$ cat src/rtl/instr_fetch.sv
`default_nettype none
// ============================================================================
// Module   : instr_fetch
// Brief    : Instruction fetch sequencer. It reads the PC value, fetches the
//            addressed word from a synchronous ROM, and hands the word to the
//            decoder over a valid/ready handshake. For each accepted
//            instruction it issues exactly one clean 0->1->0 pulse on the
//            PC increment input.
// Options  : define INSTR_FETCH_WRAP_STOP_EN to stop fetching, instead of
//            wrapping, once the word at address 2^SIZE-1 is accepted.
// Revision : 1.0  initial release
// ============================================================================
module instr_fetch #(
    parameter int SIZE    = 8,   // address width, equal to the PC width
    parameter int DATA_W  = 16,  // instruction word width
    parameter int MEM_LAT = 2    // ROM read latency in cycles, 1..4
) (
    input  logic              clk,
    input  logic              reset_n,
    input  logic [SIZE-1:0]   pc_in,
    output logic              incr,
    output logic [SIZE-1:0]   mem_addr,
    output logic              mem_rd,
    input  logic [DATA_W-1:0] mem_data,
    output logic [DATA_W-1:0] instr,
    output logic              instr_valid,
    input  logic              instr_ready,
    input  logic              halt,
    output logic              busy,
    output logic              done
);

    // A 2-bit wait counter covers every legal latency (MEM_LAT-1 <= 3).
    localparam int                 c_cnt_w     = 2;
    localparam logic [c_cnt_w-1:0] c_wait_init = c_cnt_w'(MEM_LAT - 1);

    typedef enum logic [2:0] {
        S_IDLE    = 3'd0,
        S_ADDR    = 3'd1,
        S_WAIT    = 3'd2,
        S_PRESENT = 3'd3,
        S_STEP    = 3'd4,
        S_SETTLE  = 3'd5
    } state_t;

    state_t              r_state;
    state_t              w_next;
    logic [c_cnt_w-1:0]  r_cnt;
    logic [SIZE-1:0]     r_addr;
    logic [DATA_W-1:0]   r_instr;
    logic                r_incr;
    logic                r_mem_rd;
    logic                r_valid;
    logic                r_busy;
    logic                w_last_addr;

`ifdef INSTR_FETCH_WRAP_STOP_EN
    logic r_done;

    // The word in flight came from the top of memory.
    assign w_last_addr = &r_addr;

    // Sticky end-of-memory flag, cleared only by reset.
    always_ff @(posedge clk) begin
        if (!reset_n) begin
            r_done <= 1'b0;
        end else if (r_state == S_PRESENT && instr_ready && w_last_addr) begin
            r_done <= 1'b1;
        end
    end

    assign done = r_done;
`else
    // Without the stop option, the PC is allowed to wrap to address 0.
    assign w_last_addr = 1'b0;
    assign done        = 1'b0;
`endif

    // Next-state logic. halt is only looked at on instruction boundaries
    // (IDLE and SETTLE), so a fetch that has started always completes.
    always_comb begin
        w_next = r_state;
        case (r_state)
            S_IDLE:    if (!halt && !done) w_next = S_ADDR;
            S_ADDR:    w_next = S_WAIT;
            S_WAIT:    if (r_cnt == '0) w_next = S_PRESENT;
            S_PRESENT: begin
                if (instr_ready) begin
                    w_next = w_last_addr ? S_IDLE : S_STEP;
                end
            end
            S_STEP:    w_next = S_SETTLE;
            S_SETTLE:  w_next = halt ? S_IDLE : S_ADDR;
            default:   w_next = S_IDLE;
        endcase
    end

    // State register. Every output is registered from the next state, so
    // nothing glitches and incr is a clean single-cycle pulse.
    always_ff @(posedge clk) begin
        if (!reset_n) begin
            r_state  <= S_IDLE;
            r_cnt    <= '0;
            r_addr   <= '0;
            r_instr  <= '0;
            r_incr   <= 1'b0;
            r_mem_rd <= 1'b0;
            r_valid  <= 1'b0;
            r_busy   <= 1'b0;
        end else begin
            r_state  <= w_next;
            r_incr   <= (w_next == S_STEP);
            r_mem_rd <= (w_next == S_ADDR);
            r_valid  <= (w_next == S_PRESENT);
            r_busy   <= (w_next != S_IDLE);

            // The address is taken from the PC on entering ADDR (the PC is
            // stable in IDLE and SETTLE) and held until the FSM returns to
            // IDLE, so the wrap check can still see it in PRESENT.
            if (w_next == S_ADDR) begin
                r_addr <= pc_in;
            end else if (w_next == S_IDLE) begin
                r_addr <= '0;
            end

            // Preloading in ADDR yields exactly MEM_LAT WAIT cycles.
            if (w_next == S_ADDR) begin
                r_cnt <= c_wait_init;
            end else if (r_state == S_WAIT && r_cnt != '0) begin
                r_cnt <= r_cnt - 1'b1;
            end

            // ROM data is valid on the last WAIT cycle.
            if (r_state == S_WAIT && r_cnt == '0) begin
                r_instr <= mem_data;
            end
        end
    end

    assign incr        = r_incr;
    assign mem_rd      = r_mem_rd;
    assign mem_addr    = r_addr;
    assign instr       = r_instr;
    assign instr_valid = r_valid;
    assign busy        = r_busy;

endmodule
`default_nettype wire
$ cat config.mk
export PLATFORM = sky130hd
export DESIGN_NAME = instr_fetch
export DESIGN_NICKNAME = d
export VERILOG_FILES = /design/src/rtl/instr_fetch.sv
export SDC_FILE = /design/constraint.sdc
export NUM_CORES = 1
export LEC_CHECK = 0
export BUFFER_PORTS_ARGS = -buffer_cell sky130_fd_sc_hd__buf_2
export CAP_MARGIN = 20
export CORE_MARGIN = 1
export CORE_UTILIZATION = 40
export CTS_CLUSTER_DIAMETER = 120
export DETAILED_ROUTE_END_ITERATION = 7
export GPL_TIMING_DRIVEN = 0
export PLACE_DENSITY = 0.69
export SLEW_MARGIN = 10
export SYNTH_ARGS = -nofsm -noshare
export SYNTH_HDL_FRONTEND = slang
export SYNTH_SLANG_ARGS = --single-unit
$ cat constraint.sdc
create_clock -name clk -period 4 [get_ports clk]
set_input_delay 0.2 -clock clk [delete_from_list [all_inputs] [get_ports clk]]
set_output_delay 0.2 -clock clk [all_outputs]
set_load 0.02 [all_outputs]
==> run metrics <==
status=finished, final reports clean; initial cell density of the core=a little over two fifths; Sinks on Clock Net=33; CTS clk-pin slew, worst paths=~0.10 ns; routed wire length per instance=around 11 um; Hold Fails Final Rpt=0; dpl hpwl=2130 um; minimum clock period=1.56 ns; Leak Pwr=0.811 nW; CTS tree=yes; WL met1=between 1000 and 1500 um; # Max-Cap Violations=0; Seq/Total Area, Yosys=between 50% and 60%; final setup TNS=0 ns; Syn Inst Count=140; RSZ-0062 raised after global routing=no; Post-Syn Area=between 1000 and 1500 sq um; placed cell areas=1650 sq um; 1st-iter DRT viols=36; kind of critical path=reg -> reg; total power=about 0.72 mW; global-route wire length before repair=between 4000 and 5000 um; Layout Nets=231; H-tree depth=2; worst-skew pair later-pin latency=0.33 ns; CP delay by family, top=buffers and inverters; drt drc=0; Worst Skew=0.00567 ns; power share of the clock group=about 29%; Met2 Wirelength=between 1000 and 1500 um; sequential share of power=about half; Boundary Pins=between 50 and 60; max layer used=met4; GRT overflow=0; Comb pwr share=about a fifth; wirelength, routed=roughly 2800 um; area of the multi-input gates=around 570 sq um; Final Cycle Share=about two fifths; VDD IR-drop max=between 0.2 and 0.3 mV; Pwr Density=421 nW/um^2; Fillers=around 290; Worst EP arrival=~1.8 ns; Setup crit end kind=flop; Routed met3 length=133 um; CP cell instances=inv_1 -> ha_1 -> and4bb_2 -> buf_2 -> buf_2 -> nand2_1 -> a21boi_0; Netlist cell types=33; syn_nets=169; router iterations before antenna repair=4; Crit-path slowest cell=dfxtp_1; # diodes=0; CTS Buf Count=5; slowest stage delay, CP=0.31 ns; Net Switching=0.205 mW; via count=1179; worst hold-check slack=roughly 0.086 ns; DP Cell Count=239; fin. max-slew vios=0; Die W=59.4 um; Min-Delay Path Class=in -> reg; Worst Path Buf+Inv=3; Net Sw Frac=approximately 28%; crit-path most repeated cell=buf_2; Register Area=~660 sq um; mean post-synth cell area=roughly 9.4 sq um; Die Height=59.4 um; Hold-fix buffers, CTS=0; cell area after layout=about 1700 sq um; Setup Viol. Count Final=0; Area Growth Syn to Fin=30.4%; GP Congestion=0.772; area of the core=~3000 sq um; fmax=between 0.6 and 0.7 GHz; antenna violations before repair=0; port bufs=55; worst-path fanout max=10; post-route ant nets=0; Rows=20; Final Non-Filler Cells=~250; Root Buffer Master=clkbuf_4; post-DR vias/cell=between 4 and 5; Die Area=approximately 3500 sq um; Critical Path RT=between 4 and 5 ns; largest net degree at the start of global routing=11; vias in the first global route=1092; Yosys reg bits=33; Int Pwr=0.518 mW; element type at the critical path start=flop; Resized Gates After CTS=0; Synth Warn #=0; Longest Clk Path Bufs=2; all-layer global routing usage=17.5%; share of cells above drive strength 1=between 30% and 40%; Setup Buffers After CTS=0
-- final cells by class --
| class | instances | share of cell area (%) |
|---|---|---|
| well taps | 44 | 3.21 |
| plain buffers | 12 | 4.37 |
| repair buffers | 55 | 16.0 |
| multi-input cells | 91 | 32.9 |
| inverters | 4 | 0.875 |
| clock buffers | 7 | 3.79 |
| flip-flops and latches | 33 | 38.5 |
| clock inverters | 1 | 0.292 |
-- per-layer routing --
layer / GRT usage [%] / up-vias
met5: 0 / -
met4: 9.18 / 0
met3: 7.42 / 4
met2: 29.2 / 30
met1: 18.8 / 541
li1: - / 604
-- worst reg2reg max path, stage by stage, from the launching register on --
cell and delay, ns:
dfxtp_1 0.31, inv_1 0.08, ha_1 0.26, and4bb_2 0.24
buf_2 0.16, buf_2 0.22, nand2_1 0.08, a21boi_0 0.14
-- power groups by stage --
| stage | registers [mW] | logic, mW | clock network, mW |
|---|---|---|---|
| floorplan | 0.394 | 0.0777 | 0 |
| global placement | 0.370 | 0.145 | 0 |
| global route | 0.367 | 0.166 | 0.232 |
| CTS | 0.364 | 0.151 | 0.218 |
| finish | 0.363 | 0.150 | 0.210 |
| detailed placement | 0.371 | 0.151 | 0 |
-- stage by stage --
stage	utilization (%)	setup WS [ns]
floorplan	-	2.63
global placement	53.5	2.50
detailed placement	53.5	2.43
CTS	55.8	2.40
global route	55.8	2.24
finish	55.8	2.44
-- cells by family (layout without fill, tap and decap cells) --
group           after synthesis  after routing  synth area share [%]
other cells                   1              1                 0.285
xor+xnor                      2              2                  1.33
fa+ha+maj                     1              1                 0.950
buf+inv                      16             79                  6.84
compound gates               34             34                  20.0
simple gates                 53             53                  20.4
flops                        33             33                  50.2
-- layout by cell type (no fill, tap or decap), types with 3 or more instances in the layout --
cell and n:
inv_1 4, buf_2 60, clkbuf_4 5, nand2_1 36, dfxtp_1 33, a22o_1 8
a21boi_0 12, nor2_1 3, nor2b_1 3, a21boi_1 5, and3_1 3
-- final timing paths --
check | from | to | slack [ns] | cells after the start
max | r_cnt[0] | instr[13] | 2.44 | 7
min | pc_in[2] | mem_addr[2] | 0.09 | 2
max reg2reg | r_cnt[0] | instr[13] | 2.44 | 7
min reg2reg | instr[8] | instr[8] | 0.46 | 2
-- Yosys cell counts --
library cell	count	area [sq um]
a32oi_1	1	8.76
buf_2	5	25.0
and4bb_2	1	12.5
clkbuf_1	2	7.51
clkbuf_2	1	5.00
a21o_1	1	7.51
dfxtp_1	33	661
a21boi_1	5	37.5
a22o_1	8	70.1
and2b_2	1	8.76
inv_1	4	15.0
o41ai_1	1	8.76
nand4bb_1	1	11.3
o21ai_0	2	10.0
nor2b_1	3	18.8
buf_6	2	22.5
nor4b_4	1	23.8
and3_1	3	18.8
conb_1	1	3.75
xnor2_1	2	17.5
ha_1	1	12.5
a31oi_1	1	6.26
a211oi_1	1	7.51
nor2_1	3	11.3
buf_4	2	15.0
and4_1	1	8.76
or3b_1	1	8.76
or3_1	1	6.26
o2111a_1	1	11.3
a21boi_0	12	90.1
a21oi_1	1	5.00
nand2_1	36	135
nor3_1	1	5.00
-- state kept, by name (all words and copies together) (netlist names) --
signal	count
r_cnt	2
instr_valid	1
busy	1
mem_rd	1
r_state	3
incr	1
instr	16
mem_addr	8
Note: power is estimated with default switching activity, not from simulation.
